File: src/rtl/pcs_pkg.sv
// Shared types and constants for the PCS transmit framer.
// Holds the framer state encoding, the fixed header bytes and the CRC-16 helper.
package pcs_pkg;

  typedef enum logic [3:0] {
    ST_IDLE     = 4'd0,
    ST_PREAMBLE = 4'd1,
    ST_SFD      = 4'd2,
    ST_LEN_HI   = 4'd3,
    ST_LEN_LO   = 4'd4,
    ST_PAYLOAD  = 4'd5,
    ST_CRC_HI   = 4'd6,
    ST_CRC_LO   = 4'd7,
    ST_TAIL     = 4'd8,
    ST_GAP      = 4'd9,
    ST_DRAIN    = 4'd10
  } pcs_state_e;

  localparam logic [7:0]  PREAMBLE_BYTE = 8'h55;
  localparam logic [7:0]  SFD_BYTE      = 8'hD5;
  localparam logic [15:0] CRC16_POLY    = 16'h1021;
  localparam logic [15:0] CRC16_INIT    = 16'hFFFF;

  // CRC-16/CCITT-FALSE advanced by one whole byte, MSB first.
  function automatic logic [15:0] crc16_ccitt_byte(input logic [15:0] crc, input logic [7:0] data);
    logic [15:0] c;
    c = crc ^ {data, 8'h00};
    for (int i = 0; i < 8; i++) begin
      if (c[15]) begin
        c = {c[14:0], 1'b0} ^ CRC16_POLY;
      end else begin
        c = {c[14:0], 1'b0};
      end
    end
    return c;
  endfunction

endpackage

File: src/rtl/pcs_tx_out_reg.sv
// One-byte valid/ready output slot. A new byte may load whenever the slot is
// empty or its current byte is being taken this cycle (o_free).
module pcs_tx_out_reg
  import pcs_pkg::*;
(
  input  logic       i_clk,
  input  logic       i_rst,
  input  logic       i_load,
  input  logic [7:0] i_data,
  input  logic       i_rdy,
  output logic       o_val,
  output logic [7:0] o_data,
  output logic       o_free
);

  logic       val_r;
  logic [7:0] data_r;

  assign o_free = !val_r || i_rdy;
  assign o_val  = val_r;
  assign o_data = data_r;

  // Slot register: load when free, otherwise clear valid once the byte is taken.
  always_ff @(posedge i_clk or posedge i_rst) begin
    if (i_rst) begin
      val_r  <= 1'b0;
      data_r <= 8'h00;
    end else if (i_load && o_free) begin
      val_r  <= 1'b1;
      data_r <= i_data;
    end else if (i_rdy) begin
      val_r  <= 1'b0;
    end else begin
      val_r  <= val_r;
    end
  end

endmodule

File: src/rtl/pcs_tx_framer.sv
// PCS transmit framer: wraps the ARI byte stream as preamble, SFD, length,
// payload and CRC-16, with back-pressure reaching upstream via a withheld ack.
module pcs_tx_framer
  import pcs_pkg::*;
#(
  parameter int P_PREAMBLE_LEN = 4,
  parameter int P_GAP_LEN      = 8,
  parameter int P_MAX_LEN      = 1024
) (
  input  logic        i_clk,
  input  logic        i_rst,
  input  logic        i_ari_val,
  input  logic        i_ari_sof,
  input  logic        i_ari_eof,
  input  logic [1:0]  i_ari_be,
  input  logic [7:0]  i_ari_data,
  output logic        o_ari_ack,
  input  logic [14:0] i_ari_frame_len,
  input  logic        i_ari_frame_len_val,
  output logic [7:0]  o_tx_data,
  output logic        o_tx_val,
  input  logic        i_tx_rdy,
  output logic        o_busy,
  output logic        o_frame_done,
  output logic        o_err
);

  pcs_state_e  state_r, state_s;
  logic [14:0] len_r, len_s;
  logic [14:0] pay_cnt_r, pay_cnt_s;
  logic [3:0]  pre_cnt_r, pre_cnt_s;
  logic [7:0]  gap_cnt_r, gap_cnt_s;
  logic [15:0] crc_r, crc_s;
  logic        err_r, err_s;
  logic        load_s;
  logic [7:0]  load_data_s;
  logic        ack_s;
  logic        done_s;
  logic        free_s;
  logic        pay_last_s;
  logic        len_bad_s;
  logic        unused_s;

  assign unused_s   = ^i_ari_be;
  assign pay_last_s = (pay_cnt_r + 15'd1) == len_r;
  assign len_bad_s  = (i_ari_frame_len == 15'd0) ||
                      ({17'd0, i_ari_frame_len} > 32'(P_MAX_LEN));

  pcs_tx_out_reg u_out_reg (
    .i_clk  (i_clk),
    .i_rst  (i_rst),
    .i_load (load_s),
    .i_data (load_data_s),
    .i_rdy  (i_tx_rdy),
    .o_val  (o_tx_val),
    .o_data (o_tx_data),
    .o_free (free_s)
  );

  // Next-state, slot load and handshake decode; states name the next byte to load.
  always_comb begin
    state_s     = state_r;
    len_s       = len_r;
    pay_cnt_s   = pay_cnt_r;
    pre_cnt_s   = pre_cnt_r;
    gap_cnt_s   = gap_cnt_r;
    crc_s       = crc_r;
    err_s       = 1'b0;
    load_s      = 1'b0;
    load_data_s = 8'h00;
    ack_s       = 1'b0;
    done_s      = 1'b0;
    case (state_r)
      ST_IDLE: begin
        if (i_ari_val && i_ari_sof && i_ari_frame_len_val && free_s) begin
          if (len_bad_s) begin
            err_s   = 1'b1;
            state_s = ST_DRAIN;
          end else begin
            len_s       = i_ari_frame_len;
            pay_cnt_s   = 15'd0;
            crc_s       = CRC16_INIT;
            load_s      = 1'b1;
            load_data_s = PREAMBLE_BYTE;
            pre_cnt_s   = 4'd1;
            state_s     = (P_PREAMBLE_LEN == 1) ? ST_SFD : ST_PREAMBLE;
          end
        end else begin
          state_s = ST_IDLE;
        end
      end
      ST_PREAMBLE: begin
        if (free_s) begin
          load_s      = 1'b1;
          load_data_s = PREAMBLE_BYTE;
          pre_cnt_s   = pre_cnt_r + 4'd1;
          state_s     = (pre_cnt_r == 4'(P_PREAMBLE_LEN - 1)) ? ST_SFD : ST_PREAMBLE;
        end else begin
          state_s = ST_PREAMBLE;
        end
      end
      ST_SFD: begin
        if (free_s) begin
          load_s      = 1'b1;
          load_data_s = SFD_BYTE;
          state_s     = ST_LEN_HI;
        end else begin
          state_s = ST_SFD;
        end
      end
      ST_LEN_HI: begin
        if (free_s) begin
          load_s      = 1'b1;
          load_data_s = {1'b0, len_r[14:8]};
          state_s     = ST_LEN_LO;
        end else begin
          state_s = ST_LEN_HI;
        end
      end
      ST_LEN_LO: begin
        if (free_s) begin
          load_s      = 1'b1;
          load_data_s = len_r[7:0];
          state_s     = ST_PAYLOAD;
        end else begin
          state_s = ST_LEN_LO;
        end
      end
      ST_PAYLOAD: begin
        if (i_ari_val && free_s) begin
          load_s      = 1'b1;
          load_data_s = i_ari_data;
          ack_s       = 1'b1;
          crc_s       = crc16_ccitt_byte(crc_r, i_ari_data);
          pay_cnt_s   = pay_cnt_r + 15'd1;
          // eof must mark exactly the len-th byte; the count still governs the frame.
          err_s       = pay_last_s ? !i_ari_eof : i_ari_eof;
          state_s     = pay_last_s ? ST_CRC_HI : ST_PAYLOAD;
        end else begin
          state_s = ST_PAYLOAD;
        end
      end
      ST_CRC_HI: begin
        if (free_s) begin
          load_s      = 1'b1;
          load_data_s = crc_r[15:8];
          state_s     = ST_CRC_LO;
        end else begin
          state_s = ST_CRC_HI;
        end
      end
      ST_CRC_LO: begin
        if (free_s) begin
          load_s      = 1'b1;
          load_data_s = crc_r[7:0];
          state_s     = ST_TAIL;
        end else begin
          state_s = ST_CRC_LO;
        end
      end
      ST_TAIL: begin
        if (o_tx_val && i_tx_rdy) begin
          done_s    = 1'b1;
          gap_cnt_s = 8'd0;
          state_s   = (P_GAP_LEN == 0) ? ST_IDLE : ST_GAP;
        end else begin
          state_s = ST_TAIL;
        end
      end
      ST_GAP: begin
        if (gap_cnt_r == 8'(P_GAP_LEN - 1)) begin
          state_s = ST_IDLE;
        end else begin
          gap_cnt_s = gap_cnt_r + 8'd1;
        end
      end
      ST_DRAIN: begin
        ack_s = i_ari_val;
        if (i_ari_val && i_ari_eof) begin
          state_s = ST_IDLE;
        end else begin
          state_s = ST_DRAIN;
        end
      end
      default: begin
        state_s = ST_IDLE;
      end
    endcase
  end

  // Control and CRC registers.
  always_ff @(posedge i_clk or posedge i_rst) begin
    if (i_rst) begin
      state_r   <= ST_IDLE;
      len_r     <= 15'd0;
      pay_cnt_r <= 15'd0;
      pre_cnt_r <= 4'd0;
      gap_cnt_r <= 8'd0;
      crc_r     <= CRC16_INIT;
      err_r     <= 1'b0;
    end else begin
      state_r   <= state_s;
      len_r     <= len_s;
      pay_cnt_r <= pay_cnt_s;
      pre_cnt_r <= pre_cnt_s;
      gap_cnt_r <= gap_cnt_s;
      crc_r     <= crc_s;
      err_r     <= err_s;
    end
  end

  assign o_ari_ack    = ack_s;
  assign o_frame_done = done_s;
  assign o_err        = err_r;
  assign o_busy       = (state_r != ST_IDLE);

endmodule

File: config.mk
export PLATFORM = sky130hd
export DESIGN_NAME = pcs_tx_framer
export DESIGN_NICKNAME = d
export VERILOG_FILES = /design/src/rtl/pcs_pkg.sv /design/src/rtl/pcs_tx_out_reg.sv /design/src/rtl/pcs_tx_framer.sv
export SDC_FILE = /design/constraint.sdc
export NUM_CORES = 1
export LEC_CHECK = 0
export CORE_UTILIZATION = 35
export DETAILED_ROUTE_END_ITERATION = 8
export DONT_BUFFER_PORTS = 1
export PLACE_DENSITY_LB_ADDON = 0.12
export SYNTH_ARGS = -nofsm -noshare
export SYNTH_HDL_FRONTEND = slang
export SYNTH_SLANG_ARGS = --single-unit
File: constraint.sdc
create_clock -name i_clk -period 4.2 [get_ports i_clk]
set_input_delay 0.84 -clock i_clk [delete_from_list [all_inputs] [get_ports i_clk]]
set_output_delay 0.84 -clock i_clk [all_outputs]
set_load 0.005 [all_outputs]
==> flow_metrics.env, run 1 <==
export IMPL_synth_compound_area_frac=0.155
export IMPL_pwr_share_comb=0.320
export IMPL_peakVddDrop_uv=284
export IMPL_end_kind="flip-flop"
export IMPL_synth_edf_count=0
export IMPL_final_max_slew_violation_count=0
export IMPL_muxShareOfSynthArea=0.0372
export IMPL_critPathKind="primary input to flip-flop"
export IMPL_cts_tree="built"
export IMPL_synth_area_per_cell_um2=9.33
export IMPL_clockBufferDepth=2
export IMPL_netSwitchingFraction=0.356
export IMPL_drt_iter0_drc=225
export IMPL_layout_common_cells="56 x dfrtp_1, 44 x nor2_1, 34 x nand2_1, 31 x xnor2_1, 26 x nor3_1"
export IMPL_syn_to_final_growth_pct=10.2
export IMPL_fin_util=0.399
export IMPL_violations="design-rule violations"
export IMPL_diodes=0
export IMPL_cp_top_family="simple AND/OR/NAND/NOR gates"
export IMPL_power_frac_clock=0.264
export IMPL_async_flop_share=1.00
export IMPL_num_rows=39
export IMPL_hpwl_mm=7.75
export IMPL_port_buffers=0
export IMPL_skew_ps=6.74
export IMPL_final_common_cell="dfrtp_1"
export IMPL_grt_max_degree=43
export IMPL_rsz0062_at_grt="no"
export IMPL_cts_setup_buffers=0
export IMPL_clock_sinks=72
export IMPL_hold_violations=0
export IMPL_syn_inst=447
export IMPL_cell_internal_pwr_uw=1890
export IMPL_core_area_um2=11500
export IMPL_path_max_fanout=22
export IMPL_final_layout_size_suffix_gt1_frac=0.130
export IMPL_crit_chain="or4_4 -> or4_4 -> and4bb_4 -> nor2_1 -> o21ai_0 -> o31ai_1"
export IMPL_synth_top_cell_area_share=0.336
export IMPL_vias_per_cell=5.61
export IMPL_grt_antenna_before_repair=0
export IMPL_cp_common_cell="or4_4"
export IMPL_hold_end="pay_cnt_r[14]"
export IMPL_insertion_delay_ps=330
export IMPL_post_route_period_util=0.709
export IMPL_synth_fp_nets=482
export IMPL_whs_path_depth=1
export IMPL_crit_reg2reg_capture="pay_cnt_r[11]"
export IMPL_hp_start="pay_cnt_r[14]"
export IMPL_setup_viol=0
export IMPL_yosys_cell_types_count=56
export IMPL_worst_r2r_path_depth=6
export IMPL_yosysWarningCount=0
export IMPL_initial_core_util=0.362
export IMPL_synth_seq_area_share=0.437
export IMPL_power_switching_uw=1050
export IMPL_grt_pass1_wl_mm=17.9
export IMPL_crit_buf_inv=0
export IMPL_root_buffer="clkbuf_16"
export IMPL_post_place_cells=572
export IMPL_clkSlewWorstSetupHoldPaths_ps=50
export IMPL_p_seq_frac=0.416
export IMPL_ys_flop_type="dfrtp_1"
export IMPL_wl_per_cell_um=18.4
export IMPL_power_density_nw_per_um2=640
export IMPL_track_usage=0.187
export IMPL_htreeDepth=3
export IMPL_gp_routability_congestion=0.765
export IMPL_ctsHoldBuffers=0
export IMPL_critPathArrivalTime_ps=3210
export IMPL_r2r_start="state_r[0]"
export IMPL_die_h_um=111
export IMPL_cts_resized=0
export IMPL_fin_setup_tns_ps=0
export IMPL_status="complete, but fails checks"
export IMPL_synth_simple_area_share=0.218
export IMPL_numCtsBuffers=9
export IMPL_drc=2
export IMPL_layout_cells_non_filler=588
export IMPL_cp_required_ps=4430
export IMPL_power_leakage_uw=0.00188
export IMPL_grt_overflow=0
export IMPL_max_slew_margin_rel=0.404
export IMPL_fin_crit_ps=2980
export IMPL_slowest_delay_ps=680
export IMPL_num_vias=3299
export IMPL_die_width_um=111
export IMPL_netlist_top_cells_area="dfrtp_1 34%, dfstp_2 10%, xnor2_1 6.5%"
export IMPL_wl_mm=10.8
export IMPL_antenna_left=0
export IMPL_synth_seq_cells=72
export IMPL_cpMaxStageDelayCell="nor2_1"
export IMPL_maxCapViolations=0
export IMPL_grt_pass1_vias=3285
export IMPL_synth_top_family_by_area="simple AND/OR/NAND/NOR gates"
export IMPL_synth_cell_area_um2=4170
export IMPL_r2r_setup_slack_ps=1230
export IMPL_synth_xor_area_frac=0.111
export IMPL_first_pass_iters=8
export IMPL_io_pins=45
export IMPL_hold_path_class="flip-flop to flip-flop"
export IMPL_synth_top_area_cell="dfrtp_1"
export IMPL_worstSetupStartpointType="primary input"
export IMPL_timing_fmax_mhz=336
export IMPL_fin_nets=475
export IMPL_tightest_slew_ps=893
export IMPL_synthAdderAreaFrac=0.00900
export IMPL_die_area_um2=12400
## state kept, by name, indices dropped and copies added (netlist names)
name,cells
pre_cnt_r,4
state_r,4
o_err,1
u_out_reg.o_data,8
pay_cnt_r,15
gap_cnt_r,8
u_out_reg.o_val,1
crc_r,16
len_r,15
## final cells by class
| class | instances | area, um2 |
|---|---|---|
| Multi-Input combinational cell | 342 | 2210 |
| Sequential cell | 72 | 1820 |
| Inverter | 9 | 33.8 |
| Tap cell | 143 | 179 |
| Clock inverter | 3 | 40.0 |
| Fill cell | 1157 | 6920 |
| Clock buffer | 13 | 260 |
| Timing Repair Buffer | 6 | 45.0 |
## per-layer routing
layer | vias to the layer above | track usage | routed length, um
met5 | - | 0 | 0
met4 | 0 | 0.0658 | 130
met3 | 9 | 0.0465 | 558
met2 | 51 | 0.301 | 5100
met1 | 1626 | 0.243 | 5000
li1 | 1613 | - | -
## through the flow
stage / hold WS, ps / total power [uW] / instance area (um2) / setup slack (ps)
after detailed placement: 511 / 2180 / 4290 / 849
after global placement: 506 / 2160 / 4290 / 875
final: 512 / 2940 / 4590 / 1220
after floorplan: 471 / 1950 / 4170 / 1310
after CTS: 517 / 2980 / 4590 / 1200
after global routing: 548 / 3160 / 4590 / 964
## Yosys cell counts (3+ instances only)
cell type,instances
dfrtp_1,56
nor2_1,44
nand2_1,34
xnor2_1,31
nor3_1,26
o21ai_0,24
xor2_1,22
a21oi_1,21
clkbuf_1,20
dfstp_2,16
nand3_1,15
mux2_2,12
nand4_1,11
inv_1,9
a222oi_1,7
a22oi_1,7
nor2b_1,7
o31ai_1,7
and3_1,6
a31oi_1,5
a32oi_1,4
nand2b_1,4
nor3b_1,4
or3_1,4
or4_1,4
ha_1,3
o311ai_0,3
## worst reg2reg max path, cell delays in order, from the launching register on
cell	delay, ps
dfrtp_1	660
nand2b_1	250
nor3b_1	500
and3_1	700
nor2_1	390
o21ai_0	250
o31ai_1	100
## power by group through the flow
stage	Sequential (uW)	Combinational, uW	Clock (uW)
2_1_floorplan	1140	814	0
3_3_place_gp	1230	931	0
3_5_place_dp	1230	946	0
4_1_cts	1230	953	797
5_1_grt	1270	1070	828
6_report	1220	941	777
## kinds of logic after synthesis
group | after synthesis
AOI/OAI and AO/OA | 96
xor gates and xnor gates | 53
adders and majority gates | 3
buffers and inverters | 33
DFF | 72
muxes | 14
and+or+nand+nor | 176
## how the worst max path moves through the flow
stage | start | end | depth (start not counted)
after floorplan | i_ari_frame_len[6] | state_r[0] | 7
after global placement | i_ari_frame_len[6] | pay_cnt_r[13] | 6
after detailed placement | i_ari_frame_len[0] | len_r[5] | 5
after CTS | i_ari_frame_len[0] | len_r[3] | 5
after global routing | pay_cnt_r[0] | state_r[0] | 7
final | i_ari_frame_len[6] | pay_cnt_r[11] | 6
Power figures use the tool's default switching activity.
==> run 2, diff against run 1 <==
==> constraint.sdc (replaced) <==
create_clock -name i_clk -period 3.1 [get_ports i_clk]
set_input_delay 0.62 -clock i_clk [delete_from_list [all_inputs] [get_ports i_clk]]
set_output_delay 0.62 -clock i_clk [all_outputs]
set_load 0.005 [all_outputs]
==> run 2 against run 1 <==
The run still ends with design-rule violations left. Utilization increased by 0.24 points. Largest cell class unchanged. Critical path depth increased by 1. Largest power group unchanged. Non-clock buffer count increased by 5.
==> flow_metrics.env, run 2 (synthesized netlist as in run 1, its figures left out) <==
export IMPL_root_buffer="clkbuf_16"
export IMPL_cts_setup_buffers=0
export IMPL_status="complete, but fails checks"
export IMPL_setup_viol=0
export IMPL_fin_nets=480
export IMPL_cts_resized=0
export IMPL_die_h_um=111
export IMPL_final_layout_size_suffix_gt1_frac=0.131
export IMPL_ctsHoldBuffers=0
export IMPL_largest_register_ffs=16
export IMPL_grt_pass1_wl_mm=18.0
export IMPL_die_width_um=111
export IMPL_fin_setup_tns_ps=0
export IMPL_grt_overflow=0
export IMPL_regArea_um2=1820
export IMPL_max_slew_margin_rel=0.446
export IMPL_dp_slack_ps=376
export IMPL_core_area_um2=11500
export IMPL_post_route_period_util=0.878
export IMPL_final_max_slew_violation_count=0
export IMPL_maxCapViolations=0
export IMPL_cts_tree="built"
export IMPL_met1_length_mm=5.12
export IMPL_place_area_um2=4370
export IMPL_violations="design-rule violations"
export IMPL_layout_common_cells="56 x dfrtp_1, 44 x nor2_1, 34 x nand2_1, 31 x xnor2_1, 26 x nor3_1"
export IMPL_peakVddDrop_uv=452
export IMPL_regMostFlops="crc_r"
export IMPL_reg_top3="crc_r (16), len_r (15), pay_cnt_r (15)"
export IMPL_fin_crit_ps=2720
export IMPL_num_rows=39
export IMPL_power_leakage_uw=0.00189
export IMPL_met3WireLength_um=412
export IMPL_clock_sinks=72
export IMPL_numCtsBuffers=9
export IMPL_timing_fmax_mhz=367
export IMPL_fill_cells=1172
export IMPL_worstSetupStartpointType="flip-flop"
export IMPL_multi_input_area_um2=2210
export IMPL_dr_wl_met2_mm=5.08
export IMPL_wl_mm=10.7
export IMPL_antenna_left=0
export IMPL_clkSlewWorstSetupHoldPaths_ps=60
export IMPL_clockBufferDepth=2
export IMPL_htreeDepth=3
export IMPL_r2r_setup_slack_ps=380
export IMPL_port_buffers=0
export IMPL_drc=2
export IMPL_critPathArrivalTime_ps=2960
export IMPL_drt_iter0_drc=165
export IMPL_tightest_slew_ps=825
export IMPL_hold_violations=0
export IMPL_gp_routability_congestion=0.802
export IMPL_path_max_fanout=6
export IMPL_io_pins=45
export IMPL_first_pass_iters=6
export IMPL_power_density_nw_per_um2=839
export IMPL_syn_to_final_growth_pct=10.8
export IMPL_track_usage=0.189
export IMPL_grt_pass1_vias=3220
export IMPL_skew_ps=6.36
export IMPL_rsz0062_at_grt="no"
export IMPL_wl_per_cell_um=18.1
export IMPL_vias_per_cell=5.50
export IMPL_diodes=0
export IMPL_final_common_cell="dfrtp_1"
export IMPL_grt_max_degree=73
export IMPL_cp_required_ps=3340
export IMPL_critPathKind="flip-flop to flip-flop"
export IMPL_layout_setup_ws_ps=377
export IMPL_num_vias=3261
export IMPL_fin_util=0.401
export IMPL_routed_top_layer="met4"
export IMPL_fin_area_um2=4620
export IMPL_hpwl_mm=7.65
export IMPL_end_kind="flip-flop"
export IMPL_initial_core_util=0.362
export IMPL_grt_antenna_before_repair=0
export IMPL_die_area_um2=12400
export IMPL_insertion_delay_ps=330
export IMPL_hold_path_class="primary input to async pin"
-- run 2: routing by layer --
layer  up-vias  global-route usage
met5         -                   0
met4         0              0.0559
met3         8              0.0481
met2        31               0.298
met1      1589               0.255
li1       1633                   -
-- run 2: metrics by stage --
step                total power (uW)  hold slack [ps]  std cells
floorplan                       2640              471        447
global placement                2970              505        577
detailed placement              2980              503        577
CTS                             3920              275        593
global route                    4180              293        593
finish                          3880              243        593
-- run 2: critical path, cell delays in order, from the launching register on --
cell	delay (ps)
dfrtp_1	420
ha_1	290
nand2_1	160
or3_1	370
a2111oi_0	530
nand4_1	270
or3_1	400
o211ai_1	190
-- run 2: layout make-up --
cell class / instances / share of cell area
Sequential cell: 72 / 0.394
Tap cell: 143 / 0.0387
Inverter: 9 / 0.00731
Multi-Input combinational cell: 342 / 0.479
Clock buffer: 15 / 0.0536
Clock inverter: 1 / 0.00108
Timing Repair Buffer: 11 / 0.0260
-- run 2: where the power goes --
group          internal (uW)  switching, uW
clock                    542            372
combinational            616            724
sequential              1310            309
-- run 2: worst paths after layout --
kind | start | end | depth (start not counted)
max in group asynchronous | i_rst | crc_r[1] | 2
max reg2reg | pay_cnt_r[0] | o_err | 7
min | i_rst | pay_cnt_r[9] | 2
min in group i_clk | i_ari_frame_len[6] | len_r[6] | 1
min reg2reg | u_out_reg.o_data[1] | u_out_reg.o_data[1] | 2
max | pay_cnt_r[0] | o_err | 7
